$ cat src/rtl/s1488_bist_driver.sv
// BIST driver for the s1488 controller: flushes its state with zero inputs, then applies
// LFSR vectors and compacts each response into a MISR, reporting signature and pass/fail.
module s1488_bist_driver #(
   parameter int unsigned N_PATTERNS   = 127,
   parameter int unsigned FLUSH_CYCLES = 8,
   parameter logic [6:0]  LFSR_SEED    = 7'h01,
   parameter logic [18:0] GOLDEN_SIG   = 19'h00000
) (
   input  logic        CK,
   input  logic        CLR,
   input  logic        start,
   output logic [6:0]  cut_v,
   input  logic [18:0] cut_resp,
   output logic        busy,
   output logic        done,
   output logic        pass,
   output logic [18:0] signature
);

   localparam logic [15:0] LP_LAST_PAT   = 16'(N_PATTERNS - 1);
   localparam logic [7:0]  LP_LAST_FLUSH = 8'(FLUSH_CYCLES - 1);
   localparam logic [18:0] LP_MISR_POLY  = 19'h00027;

   typedef enum logic [1:0] {
      S_IDLE  = 2'd0,
      S_FLUSH = 2'd1,
      S_RUN   = 2'd2,
      S_DONE  = 2'd3
   } state_t;

   state_t      r_state;
   logic [7:0]  r_flush_cnt;
   logic [15:0] r_pat_cnt;
   logic [6:0]  r_lfsr;
   logic [18:0] r_misr;
   logic [6:0]  r_cut_v;
   logic        r_busy;
   logic        r_done;
   logic        r_pass;

   logic [18:0] w_misr_next;
   logic [6:0]  w_lfsr_next;

   // x^19+x^5+x^2+x+1, response folded in on the same shift
   function automatic logic [18:0] misr_step(input logic [18:0] m, input logic [18:0] d);
      return {m[17:0], 1'b0} ^ (m[18] ? LP_MISR_POLY : 19'h00000) ^ d;
   endfunction

   function automatic logic [6:0] lfsr_step(input logic [6:0] s);
      return {s[5:0], s[6] ^ s[5]};
   endfunction

   assign w_misr_next = misr_step(r_misr, cut_resp);
   assign w_lfsr_next = lfsr_step(r_lfsr);

   always_ff @(posedge CK or negedge CLR) begin
      if (!CLR) begin
         r_state     <= S_IDLE;
         r_flush_cnt <= 8'd0;
         r_pat_cnt   <= 16'd0;
         r_lfsr      <= 7'h00;
         r_misr      <= 19'h00000;
         r_cut_v     <= 7'h00;
         r_busy      <= 1'b0;
         r_done      <= 1'b0;
         r_pass      <= 1'b0;
      end else begin
         case (r_state)
            S_IDLE, S_DONE: begin
               if (start) begin
                  r_state     <= S_FLUSH;
                  r_flush_cnt <= 8'd0;
                  r_pat_cnt   <= 16'd0;
                  r_lfsr      <= LFSR_SEED;
                  r_misr      <= 19'h00000;
                  r_cut_v     <= 7'h00;
                  r_busy      <= 1'b1;
                  r_done      <= 1'b0;
                  r_pass      <= 1'b0;
               end
            end
            S_FLUSH: begin
               if (r_flush_cnt == LP_LAST_FLUSH) begin
                  r_state <= S_RUN;
                  r_cut_v <= LFSR_SEED;
               end else begin
                  r_flush_cnt <= r_flush_cnt + 8'd1;
               end
            end
            S_RUN: begin
               r_misr    <= w_misr_next;
               r_lfsr    <= w_lfsr_next;
               r_pat_cnt <= r_pat_cnt + 16'd1;
               // the edge absorbing the final response also grades it
               if (r_pat_cnt == LP_LAST_PAT) begin
                  r_state <= S_DONE;
                  r_cut_v <= 7'h00;
                  r_busy  <= 1'b0;
                  r_done  <= 1'b1;
                  r_pass  <= (w_misr_next == GOLDEN_SIG);
               end else begin
                  r_cut_v <= w_lfsr_next;
               end
            end
            default: r_state <= S_IDLE;
         endcase
      end
   end

   assign cut_v     = r_cut_v;
   assign busy      = r_busy;
   assign done      = r_done;
   assign pass      = r_pass;
   assign signature = r_misr;

endmodule

$ cat config.mk
export PLATFORM = sky130hd
export DESIGN_NAME = s1488_bist_driver
export DESIGN_NICKNAME = d
export VERILOG_FILES = /design/src/rtl/s1488_bist_driver.sv
export SDC_FILE = /design/constraint.sdc
export NUM_CORES = 1
export LEC_CHECK = 0
export BUFFER_PORTS_ARGS = -buffer_cell sky130_fd_sc_hd__buf_2
export CELL_PAD_IN_SITES_DETAIL_PLACEMENT = 1
export CELL_PAD_IN_SITES_GLOBAL_PLACEMENT = 2
export CORE_UTILIZATION = 31
export DETAILED_ROUTE_END_ITERATION = 16
export GPL_TIMING_DRIVEN = 0
export PLACE_DENSITY_LB_ADDON = 0.1
export SLEW_MARGIN = 20
export SYNTH_ARGS = -nofsm -noshare
export SYNTH_HDL_FRONTEND = slang
export SYNTH_SLANG_ARGS = --single-unit
$ cat constraint.sdc
create_clock -name CK -period 2.1 [get_ports CK]
set_input_delay 0.21 -clock CK [delete_from_list [all_inputs] [get_ports CK]]
set_output_delay 0.21 -clock CK [all_outputs]
set_load 0.01 [all_outputs]
# Word level (Yosys, flattened, before mapping)
# Index checks and enable logic that the tools add are counted.
[totals]
reg_bits = 62
latchBits = 0
ram_bits = 0
mem_bits_ro = 0
wordCells = 59
n_memories = 0
[op_classes]
n_addsub = 2
mul = 0
n_div = 0
order_cmp = 0
eq_ne = 9
shift = 0
n_mux = 26
n_bitwise = 3
reduce_logical = 10
[op_table]
columns = ["cell", "n"]
rows = [
  ["19-bit one-hot mux with 2 select lines", 1],
  ["16-bit one-hot mux with 2 select lines", 1],
  ["7-bit 2-to-1 mux", 4],
  ["7-bit one-hot mux with 3 select lines", 1],
  ["19-bit zero test", 1],
  ["19-bit 2-to-1 mux", 1],
  ["19-bit XOR", 1],
  ["19-bit by 6-bit XOR with 19-bit output", 1],
  ["16-bit by 1-bit adder with 16-bit output (second input constant)", 1],
  ["16-bit by 7-bit == test with 1-bit output (second input constant)", 1],
  ["16-bit 2-to-1 mux", 1],
  ["8-bit 2-to-1 mux", 2],
  ["8-bit one-hot mux with 2 select lines", 1],
  ["7-bit one-hot mux with 2 select lines", 1],
  ["3-bit AND reduction", 3],
  ["8-bit by 1-bit adder with 8-bit output (second input constant)", 1],
  ["8-bit by 3-bit == test with 1-bit output (second input constant)", 1],
  ["2-bit inequality test (second input constant)", 4],
  ["2-bit 2-to-1 mux", 3],
  ["6-bit 2-to-1 mux", 1],
  ["1-bit one-hot mux with 2 select lines", 3],
  ["2-bit one-hot mux with 3 select lines", 1],
  ["1-bit 2-to-1 mux", 5],
  ["2-bit == test (second input constant)", 2],
  ["6 further kinds", 8],
]

# Depth between registers and ports, before layout
# Gate-level depths: netlist of run 1.
[logic_depth]
ltp_word = 6
mapped_depth = 8
depth_no_buf = 7

# Least setup slack after synthesis of run 1
# Ideal clock, no wire load.
[synth_path]
kind = "register to register"
start = "reg r_pat_cnt[0]"
end = "reg r_pass, in the netlist pass"
setup_time_ns = 0.076
arrival_ns = 2.196
required_time_ns = 2.024
setup_slack_ns = -0.172
stages_incl_launch_ff = 7
n_path_buf = 0
path_cell_list = "dfrtp_1 -> inv_1 -> ha_1 -> or4b_4 -> or4_1 -> or4_1 -> o21ai_1"
[synth_via]
elab_chain_len = 3
[synth_lines]
columns = ["item", "line", "text"]
rows = [
  ["from (decl)", "33", "logic [15:0] r_pat_cnt;"],
  ["from (signal assigned)", "93", "r_pat_cnt <= r_pat_cnt + 16'd1;"],
  ["16-bit by 7-bit == test with 1-bit output", "95", "if (r_pat_cnt == LP_LAST_PAT) begin"],
  ["2-bit inequality test (no source line)", "--", ""],
  ["3-bit AND reduction (no source line)", "--", ""],
  ["to (signal assigned)", "100", "r_pass <= (w_misr_next == GOLDEN_SIG);"],
  ["to (decl)", "39", "logic r_pass;"],
]
# Every way passes these cells.
# A chain may end at the register's enable or synchronous reset.

# Final worst setup path of run 1
[layout_path]
start = "reg r_pat_cnt[8]"
end = "reg r_pass, in the netlist pass"
# The elaborated chain is that of the path after synthesis.

==> metrics.csv, run 1 <==
stage,metric,value,unit
routing,drc,0,
status,violations,setup timing,
sta,maxClockFrequency,471,MHz
synthesis,seq_area_frac_synth,50.3,%
routing,drt_iter0_drc,70,
global_route,gr-total-overflow,0,
floorplan,core_area,0.00968,mm2
layout,most-common-layout-cells,"nand2_1, dfrtp_1, buf_2",
sta,maxSlewViolCount,0,
flow_run,cap_viol_max_count,0,
sta,worst_slack,-0.0219,ns
worst_hold_path,hp-start,cut_resp[0],
routing,antenna_left,0,
sta,finalCritPeriodShare,101,%
critical_path,reg2reg_slack,-0.02,ns
synthesis,synth.distinct_cells,36,
layout,final_common_cell,nand2_1,
layout,antenna_cells,0,
routing,num_vias,2634,
sta,worst_slew_pin_slew,0.540,ns
critical_path,cp.arrival,2.41,ns
floorplan,io_pins,51,
floorplan,fp-row-count,36,
sta,fin_crit,2.12,ns
synthesis,ys_warn_count,0,
sta,finClkSkew,0.00884,ns
sta,maxSlewHeadroom,64.0,%
global_route,grt_pass1_vias,2710,
power_and_ir_drop,p_per_area,912,mW/mm2
synthesis,synth_area_per_cell,9.37,um2
routing,drt-total-wl,8.62,mm
global_route,grtUsageTotal,18.6,%
floorplan,die_area,0.0103,mm2
cts,h-tree-depth,3,
sta,hold-worst-slack,0.161,ns
cts,cts_buffers,9,
critical_path,cp_slowest_cell,or4_4,
floorplan,die_width,102,um
placed_design,gp_congestion,0.748,
floorplan,die_y,102,um
cts,path_clk_slew,0.08,ns
worst_hold_path,hold_class,input port to flop,
critical_path,cp-start-kind,flop,
routing,wire_per_inst,16.0,um
critical_path,critPathLaunch,r_pat_cnt[8]$_DFFE_PN0P_,
layout,instances_no_fill,539,
placed_design,dp_cells,513,
routing,dr.pass1.iters,4,
global_route,grt_max_degree,41,
placed_design,dp_hpwl,5.96,mm
layout,drive_above_1_share,29.1,%
placed_design,pre_cts_slack,-0.346,ns
critical_path,path_class,flop to flop,
power_and_ir_drop,p_leak,1.96,nW
synthesis,syn_inst,329,
power_and_ir_drop,max-vdd-ir-drop,525,uV
layout,nets,429,
critical_path,crit_chain,or4_4 -> or4_4 -> or4_1 -> o21ai_1,
power_and_ir_drop,p_total,3.69,mW
global_route,antenna_found_initial,0,
status,status,"finished, violations left",
critical_path,endpoint_kind,flop,
sta,hold_violations,0,
critical_path,cp.required,2.39,ns
critical_path,crit_path_max_fanout,2,
cts,cts_tree,done,
routing,via_per_inst,4.89,
placed_design,portBuffers,50,
synthesis,syn_nets,357,
synthesis,synth-edff-count,0,
sta,rsz0062_at_grt,yes,
global_route,grt_pass1_wl,14.4,mm
cts,cts-root-buf,clkbuf_8,
floorplan,start_util,31.8,%
critical_path,slowest_delay,0.57,ns
layout,area_growth,31.1,%
synthesis,synth_async_sr_flop_share,100,%
critical_path,r2r_start,r_pat_cnt[8]$_DFFE_PN0P_,
synthesis,synth_area,0.00308,mm2
sta,setup_violations,1,
critical_path,cpMostUsedCell,or4_4,
cts,clock_latency,0.36,ns
synthesis,synth_seq_cells,62,
cts,cts_sinks,62,
synthesis,synth_ff_type,dfrtp_1,
cts,clockBufferDepth,2,
layout,n_fill_cell,1140,
## through the flow
| stage | setup TNS, ns | util [%] | cell area (um2) |
|---|---|---|---|
| 4_1_cts | -0.0497 | 40.4 | 3910 |
| 3_3_place_gp | -11.99 | 36.4 | 3530 |
| 6_report | -0.0219 | 41.7 | 4040 |
| 2_1_floorplan | 0 | - | 3110 |
| 5_1_grt | -0.0864 | 41.7 | 4040 |
| 3_5_place_dp | -13.44 | 36.7 | 3560 |
## final timing paths
| check | cells past startpoint | endpoint |
|---|---|---|
| min in group asynchronous | 2 | r_pat_cnt[12]$_DFFE_PN0P_ |
| setup reg to reg | 4 | pass$_DFFE_PN0P_ |
| max in group asynchronous | 3 | r_pat_cnt[2]$_DFFE_PN0P_ |
| hold / removal | 4 | signature[0]$_DFFE_PN0P_ |
| setup / recovery | 4 | pass$_DFFE_PN0P_ |
| hold reg to reg | 2 | cut_v[0]$_DFFE_PN0P_ |
## what timing repair did
item / CTS / global route
hold buffers: 1 / 0
buffers inserted: 6 / 4
resized for setup: 20 / 22
cloned: 0 / 0
endpoints found under the setup margin: 47 / 37
hold endpoints to repair: 22 / 0
pin swaps: 1 / 7
## state kept, by name, indices dropped and copies added, names as in the netlist
| register | flops |
|---|---|
| busy | 1 |
| cut_v | 7 |
| done | 1 |
| pass | 1 |
| r_flush_cnt | 8 |
| r_lfsr | 7 |
| r_pat_cnt | 16 |
| r_state | 2 |
| signature | 19 |
## where the power goes
group,internal (mW),switching [mW]
clock,0.671,0.540
combinational,0.402,0.494
sequential,1.39,0.191
## cell usage after synthesis (3+ instances only)
master / number / area (um2)
nand3_1: 26 / 130
inv_1: 8 / 30.0
nor3_1: 6 / 30.0
o21ai_0: 15 / 75.1
mux2i_1: 4 / 40.0
o31ai_1: 5 / 37.5
nor2b_1: 3 / 18.8
nand4_1: 4 / 25.0
a21o_1: 3 / 22.5
or4_1: 5 / 37.5
dfrtp_1: 62 / 1550
clkbuf_1: 11 / 41.3
nor2_1: 23 / 86.3
and3_1: 3 / 18.8
nor4_1: 6 / 37.5
nand2b_1: 3 / 18.8
xnor2_1: 13 / 114
nand2_1: 71 / 267
ha_1: 6 / 75.1
a21oi_1: 5 / 25.0
xor2_1: 20 / 175
a22o_1: 7 / 61.3
## cells by family (layout without fill, tap and decap cells)
family,count (synthesis),after routing,synth area share (%)
muxes,6,6,2.03
DFF,62,62,50.3
xor gates and xnor gates,33,33,9.38
AOI/OAI and AO/OA,42,42,9.05
buffers and inverters,21,98,2.56
and+or+nand+nor,159,159,24.2
adders and majority gates,6,6,2.44
## routing by layer
layer / vias to the layer above / wire, um / global-route usage [%]
met1: 1305 / 4180 / 24.9
met2: 49 / 4040 / 29.0
met4: 0 / 158 / 8.70
li1: 1269 / - / -
met3: 11 / 238 / 3.45
met5: - / 0 / 0
## area by class of cell
cell class,instances,area (um2),share of cell area (%)
Multi-Input combinational cell,246,1620,40.1
Sequential cell,62,1550,38.4
Timing Repair Buffer,62,382,9.44
Tap cell,133,166,4.12
Clock buffer,9,124,3.06
Clock inverter,7,98.8,2.45
Buffer,12,66.3,1.64
Inverter,8,30.0,0.743
## worst max-delay path: cells and delay by family (launching register included)
kind / cells / cell delay (ns)
flops: 1 / 0.40
compound gates: 1 / 0.12
simple gates: 3 / 1.54
No activity file was read; power rests on OpenSTA's default activity.
==> run 2: changes to the inputs <==
--- a/config.mk
+++ b/config.mk
@@ -11,7 +11,8 @@
 export CORE_UTILIZATION = 31
 export DETAILED_ROUTE_END_ITERATION = 16
 export GPL_TIMING_DRIVEN = 0
-export PLACE_DENSITY_LB_ADDON = 0.1
+export PLACE_DENSITY = 0.86
+export RECOVER_POWER = 50
 export SLEW_MARGIN = 20
 export SYNTH_ARGS = -nofsm -noshare
 export SYNTH_HDL_FRONTEND = slang
==> metrics.csv, run 2 (synthesis gave the netlist of run 1 again) <==
stage,metric,value,unit,change
status,status,"finished, violations left",,
status,violations,setup timing,,
routing,via_per_inst,4.92,,+0.74%
sta,fin_setup_tns,-0.0911,ns,-0.0692 ns
cts,cts_sinks,62,,unchanged
routing,drt-total-wl,8.12,mm,-5.8%
floorplan,core_area,0.00968,mm2,unchanged
routing,wire_per_inst,15.3,um,-4.5%
routing,drc,0,,unchanged
sta,maxClockFrequency,456,MHz,-3.2%
placed_design,pre_cts_slack,-0.345,ns,+0.00110 ns
layout,instances_no_fill,532,,-1.3%
routing,dr.pass1.iters,4,,unchanged
global_route,grt_pass1_vias,2688,,-0.81%
routing,drt_iter0_drc,108,,+54%
placed_design,portBuffers,50,,unchanged
cts,clock_latency,0.34,ns,-0.02 ns
routing,num_vias,2619,,-0.57%
global_route,grtUsageTotal,16.9,%,-1.7 points
layout,nets,422,,-1.6%
cts,cts_buffers,9,,unchanged
sta,maxSlewViolCount,0,,unchanged
sta,worst_slew_pin_slew,0.883,ns,+0.344 ns
floorplan,die_y,102,um,unchanged
layout,antenna_cells,0,,unchanged
layout,most-common-layout-cells,"nand2_1, dfrtp_1, buf_2",,
sta,finClkSkew,0.0102,ns,+0.00135 ns
worst_hold_path,hold_class,input port to flop,,
cts,cts-root-buf,clkbuf_8,,
global_route,grt_pass1_wl,13.2,mm,-8.0%
global_route,antenna_found_initial,0,,unchanged
critical_path,cp-start-kind,flop,,
global_route,gr-total-overflow,0,,unchanged
critical_path,crit_path_max_fanout,4,,+2
cts,h-tree-depth,3,,unchanged
power_and_ir_drop,p_leak,1.86,nW,-4.9%
sta,maxSlewHeadroom,41.1,%,-23 points
critical_path,cp_slowest_cell,or4b_4,,
sta,hold_violations,0,,unchanged
power_and_ir_drop,max-vdd-ir-drop,542,uV,+3.3%
sta,fin_crit,2.19,ns,+0.0692 ns
global_route,grt_max_degree,35,,-15%
sta,worst_slack,-0.0911,ns,-0.0692 ns
layout,area_growth,25.6,%,
critical_path,crit_chain,inv_1 -> ha_1 -> or4b_4 -> or4_4 -> or4_1 -> o21ai_1,,
routing,antenna_left,0,,unchanged
placed_design,gp_congestion,0.798,,+6.7%
placed_design,dp_hpwl,5.86,mm,-1.6%
critical_path,slowest_delay,0.49,ns,-0.08 ns
layout,n_fill_cell,1136,,-0.35%
critical_path,endpoint_kind,flop,,
cts,clockBufferDepth,2,,unchanged
critical_path,path_class,flop to flop,,
layout,drive_above_1_share,24.6,%,-4.5 points
floorplan,io_pins,51,,unchanged
sta,finalCritPeriodShare,104,%,+3.3 points
layout,final_common_cell,nand2_1,,
layout,largest_reg_flops,19,,unchanged
power_and_ir_drop,p_total,3.38,mW,-8.3%
placed_design,dp_cells,513,,unchanged
flow_run,cap_viol_max_count,0,,unchanged
critical_path,cp.arrival,2.46,ns,+0.05 ns
floorplan,die_width,102,um,unchanged
cts,path_clk_slew,0.07,ns,about the same
floorplan,die_area,0.0103,mm2,unchanged
floorplan,fp-row-count,36,,unchanged
cts,cts_tree,done,,
sta,rsz0062_at_grt,yes,,
power_and_ir_drop,p_per_area,873,mW/mm2,-4.3%
sta,setup_violations,1,,unchanged
critical_path,cp.required,2.37,ns,-0.02 ns
floorplan,start_util,31.8,%,unchanged
## run 2: cell types whose count changed in the layout (fill, tap and decap cells not counted), moves of 2 or more
| cell | previous run | this run |
|---|---|---|
| bufinv_16 | 2 | 0 |
| clkbuf_1 | 4 | 13 |
| dfrtp_2 | 2 | 0 |
| clkinv_2 | 1 | 3 |
| dfrtp_1 | 60 | 62 |
| buf_2 | 50 | 43 |
| buf_4 | 9 | 3 |
| clkinv_4 | 3 | 1 |
## run 2: metal layers
metal | track usage, % | share of wire [%] | vias up | wire length, um
met5 | 0 | 0 | - | 0
met4 | 9.03 | 2.3 | 0 | 184
met3 | 2.55 | 2.7 | 12 | 221
met2 | 27.9 | 50 | 47 | 4020
met1 | 21.2 | 45 | 1296 | 3690
li1 | - | - | 1264 | -
## run 2: layout make-up
type                       count  area, um2  area share, %
tap                          133        166           4.30
sequential                    62       1550           40.1
buffer                        11       61.3           1.58
multi-input combinational    246       1610           41.5
clock buffer                  10        128           3.29
timing repair buffer          56        289           7.46
inverter                       8       30.0          0.775
clock inverter                 6       38.8           1.00
## run 2: path summary, 6_finish.rpt
kind / startpoint / to / slack, ns / cells past startpoint
max in group asynchronous: CLR / signature[3]$_DFFE_PN0P_ / 0.30 / 3
min in group asynchronous: CLR / r_flush_cnt[2]$_DFFE_PN0P_ / 0.46 / 2
min: cut_resp[11] / signature[11]$_DFFE_PN0P_ / 0.19 / 4
min reg2reg: cut_v[0]$_DFFE_PN0P_ / cut_v[0]$_DFFE_PN0P_ / 0.48 / 2
max reg2reg: r_pat_cnt[0]$_DFFE_PN0P_ / pass$_DFFE_PN0P_ / -0.09 / 6
max: r_pat_cnt[0]$_DFFE_PN0P_ / pass$_DFFE_PN0P_ / -0.09 / 6
## run 2: power breakdown
part	internal, mW	switching [mW]
sequential	1.39	0.188
clock	0.424	0.493
combinational	0.394	0.494
total	2.21	1.18
## run 2: timing repair
item / in CTS / in global routing
endpoints found under the hold margin: 28 / 0
pin swaps: 4 / 3
gates resized for setup: 18 / 19
hold buffers: 1 / 0
setup buffers: 1 / 3
setup endpoints to repair: 48 / 33
## run 2: per-stage QoR
stage                     area (um2)  hold WS, ns  util, %
after floorplan                 3110      -0.0856        -
after global placement          3530        0.460     36.4
after detailed placement        3550        0.164     36.6
after CTS                       3800        0.179     39.2
after global routing            3870        0.205     40.0
final                           3870        0.191     40.0
## run 2: worst max-delay path, delay by kind of cell (launching register included)
kind	cells	cell delay, ns
adders and majority gates	1	0.15
AOI/OAI and AO/OA	1	0.12
and+or+nand+nor	3	1.35
DFF	1	0.41
buffers and inverters	1	0.08
==> run 3: changes to the inputs <==
--- a/config.mk
+++ b/config.mk
@@ -8,10 +8,10 @@
 export BUFFER_PORTS_ARGS = -buffer_cell sky130_fd_sc_hd__buf_2
 export CELL_PAD_IN_SITES_DETAIL_PLACEMENT = 1
 export CELL_PAD_IN_SITES_GLOBAL_PLACEMENT = 2
-export CORE_UTILIZATION = 31
+export CORE_UTILIZATION = 37
 export DETAILED_ROUTE_END_ITERATION = 16
 export GPL_TIMING_DRIVEN = 0
-export PLACE_DENSITY = 0.86
+export PLACE_DENSITY = 0.95
 export RECOVER_POWER = 50
 export SLEW_MARGIN = 20
 export SYNTH_ARGS = -nofsm -noshare
==> constraint.sdc (replaced) <==
create_clock -name CK -period 2.6 [get_ports CK]
set_input_delay 0.26 -clock CK [delete_from_list [all_inputs] [get_ports CK]]
set_output_delay 0.26 -clock CK [all_outputs]
set_load 0.01 [all_outputs]
==> metrics.csv, run 3 (synthesis gave the netlist of run 1 again) <==
stage,metric,value,unit,change
status,status,"finished, violations left",,
status,violations,"capacitance limit, slew limit",,
power_and_ir_drop,p_switching,964,uW,-18%
layout,multiInputGateArea,0.00146,mm2,-9.1%
global_route,gr-total-overflow,0,,unchanged
power_and_ir_drop,internal-power,1.88,mW,-15%
power_and_ir_drop,p_leak,1.77,nW,-4.8%
critical_path,r2r_start,r_pat_cnt[0]$_DFFE_PN0P_,,
layout,antenna_cells,0,,unchanged
placed_design,dp_hpwl,5.77,mm,-1.6%
routing,wire_per_inst,15.8,um,+3.2%
cts,clockBufferDepth,2,,unchanged
sta,maxSlewHeadroom,-14.4,%,-55 points
global_route,grt_pass1_wl,13.6,mm,+2.9%
critical_path,path_class,flop to flop,,
critical_path,cp_slowest_cell,or4_1,,
floorplan,die_y,93.3,um,-8.3%
critical_path,endpoint_kind,flop,,
placed_design,gp_congestion,0.786,,-1.5%
placed_design,pre_cts_slack,0.0964,ns,+0.441 ns
sta,fin_crit,2.50,ns,+0.310 ns
critical_path,cp-start-kind,flop,,
floorplan,die_area,0.00870,mm2,-16%
layout,final_common_cell,nand2_1,,
sta,worst_slack,0.0985,ns,+0.190 ns
layout,regArea,0.00155,mm2,unchanged
cts,h-tree-depth,3,,unchanged
layout,largest_reg_flops,19,,unchanged
critical_path,cpMostUsedCell,or4_1,,
critical_path,cp.arrival,2.77,ns,+0.31 ns
placed_design,portBuffers,50,,unchanged
layout,final_util,46.7,%,+6.7 points
floorplan,io_pins,51,,unchanged
cts,cts_setup_buffers,0,,-1
sta,fin_setup_tns,0,ns,+0.0911 ns
critical_path,slowest_delay,0.59,ns,+0.10 ns
routing,drc,0,,unchanged
sta,finalCritPeriodShare,96.2,%,-8.1 points
cts,cts-root-buf,clkbuf_8,,
power_and_ir_drop,p_per_area,772,mW/mm2,-12%
global_route,grt_max_degree,34,,-2.9%
floorplan,fp-row-count,32,,-11%
power_and_ir_drop,p_comb_share,25.3,%,-1.0 points
cts,path_clk_slew,0.08,ns,about the same
routing,num_vias,2623,,+0.15%
floorplan,die_width,93.3,um,-8.3%
layout,nets,420,,-0.47%
routing,drt-total-wl,7.86,mm,-3.2%
cts,cts_sinks,62,,unchanged
power_and_ir_drop,p_seq_share,44.7,%,-1.9 points
power_and_ir_drop,p_total,2.84,mW,-16%
sta,maxClockFrequency,400,MHz,-12%
routing,via_per_inst,5.26,,+6.8%
routing,dr.pass1.iters,4,,unchanged
critical_path,cp.required,2.87,ns,+0.50 ns
floorplan,core_area,0.00789,mm2,-19%
layout,most-common-layout-cells,"nand2_1, dfrtp_1, buf_2",,
worst_hold_path,hp-start,cut_resp[9],,
sta,hold_violations,0,,unchanged
global_route,grtUsageTotal,20.1,%,+3.2 points
critical_path,crit_path_max_fanout,5,,+1
worst_hold_path,hold_class,input port to flop,,
flow_run,cap_viol_max_count,1,,+1
floorplan,start_util,39.1,%,+7.3 points
power_and_ir_drop,swShare,33.9,%,-0.84 points
sta,setup_violations,0,,-1
cts,clock_latency,0.34,ns,about the same
routing,drt_iter0_drc,104,,-3.7%
power_and_ir_drop,power_frac_clock,29.9,%,+2.8 points
sta,worst_slew_pin_slew,1.72,ns,+0.832 ns
layout,area_growth,19.4,%,
cts,cts_buffers,9,,unchanged
power_and_ir_drop,max-vdd-ir-drop,559,uV,+3.0%
critical_path,critPathLaunch,r_pat_cnt[0]$_DFFE_PN0P_,,
global_route,grt_pass1_vias,2786,,+3.6%
routing,antenna_left,0,,unchanged
sta,finClkSkew,0.00874,ns,-0.00145 ns
cts,cts_tree,done,,
global_route,antenna_found_initial,0,,unchanged
layout,drive_above_1_share,16.6,%,-7.9 points
critical_path,crit_chain,inv_1 -> ha_1 -> or4b_4 -> or4_1 -> or4_1 -> o21ai_1,,
layout,n_fill_cell,943,,-17%
sta,maxSlewViolCount,30,,+30
[run 3: worst max-delay path: cells and delay by family, from the launching register on]
kind,cells,cell delay (ns)
buffers and inverters,1,0.08
and+or+nand+nor,3,1.63
adders and majority gates,1,0.14
DFF,1,0.42
AOI/OAI and AO/OA,1,0.16
[run 3: routing by layer]
layer	vias up	part of all wire, %	global-route usage [%]
met5	-	0	0
met2	40	49	33.1
met4	0	1.3	5.90
met3	10	2.6	3.82
li1	1254	-	-
met1	1319	47	26.7
[run 3: repair_timing]
action | 4_1_cts | 5_1_grt
gates resized for setup | 0 | 6
endpoints found under the hold margin | 29 | 0
endpoints found under the setup margin | 0 | 23
hold buffers | 1 | 0
[run 3: final timing paths]
check                      depth (start not counted)                        end  slack (ns)
setup / recovery                                   6           pass$_DFFE_PN0P_         0.1
hold / removal                                     4   signature[9]$_DFFE_PN0P_        0.23
setup reg to reg                                   6           pass$_DFFE_PN0P_         0.1
hold reg to reg                                    2       cut_v[0]$_DFFE_PN0P_        0.49
max in group asynchronous                          2      r_lfsr[2]$_DFFE_PN0P_        0.71
min in group asynchronous                          2  r_pat_cnt[11]$_DFFE_PN0P_        0.90
[run 3: final cells by class]
class,count,share of cell area (%)
buffer,13,1.39
sequential,62,42.1
clock inverter,7,2.00
multi-input combinational,246,39.7
inverter,8,0.815
clock buffer,9,3.36
timing repair buffer,52,7.10
tap,102,3.47
[run 3: power by group through the flow]
stage                     Clock, mW  Sequential (mW)  Combinational, mW
after floorplan                   0             1.34              0.368
after global placement            0             1.28              0.713
after detailed placement          0             1.29              0.736
after CTS                     0.876             1.27              0.745
after global routing          0.912             1.29              0.810
final                         0.851             1.27              0.720
[run 3: per-stage QoR]
step                hold slack, ns  area, um2  instances
floorplan                  -0.0356       3080        329
global placement             0.454       3460        481
detailed placement           0.220       3480        482
CTS                          0.217       3690        499
global route                 0.234       3680        499
finish                       0.228       3680        499
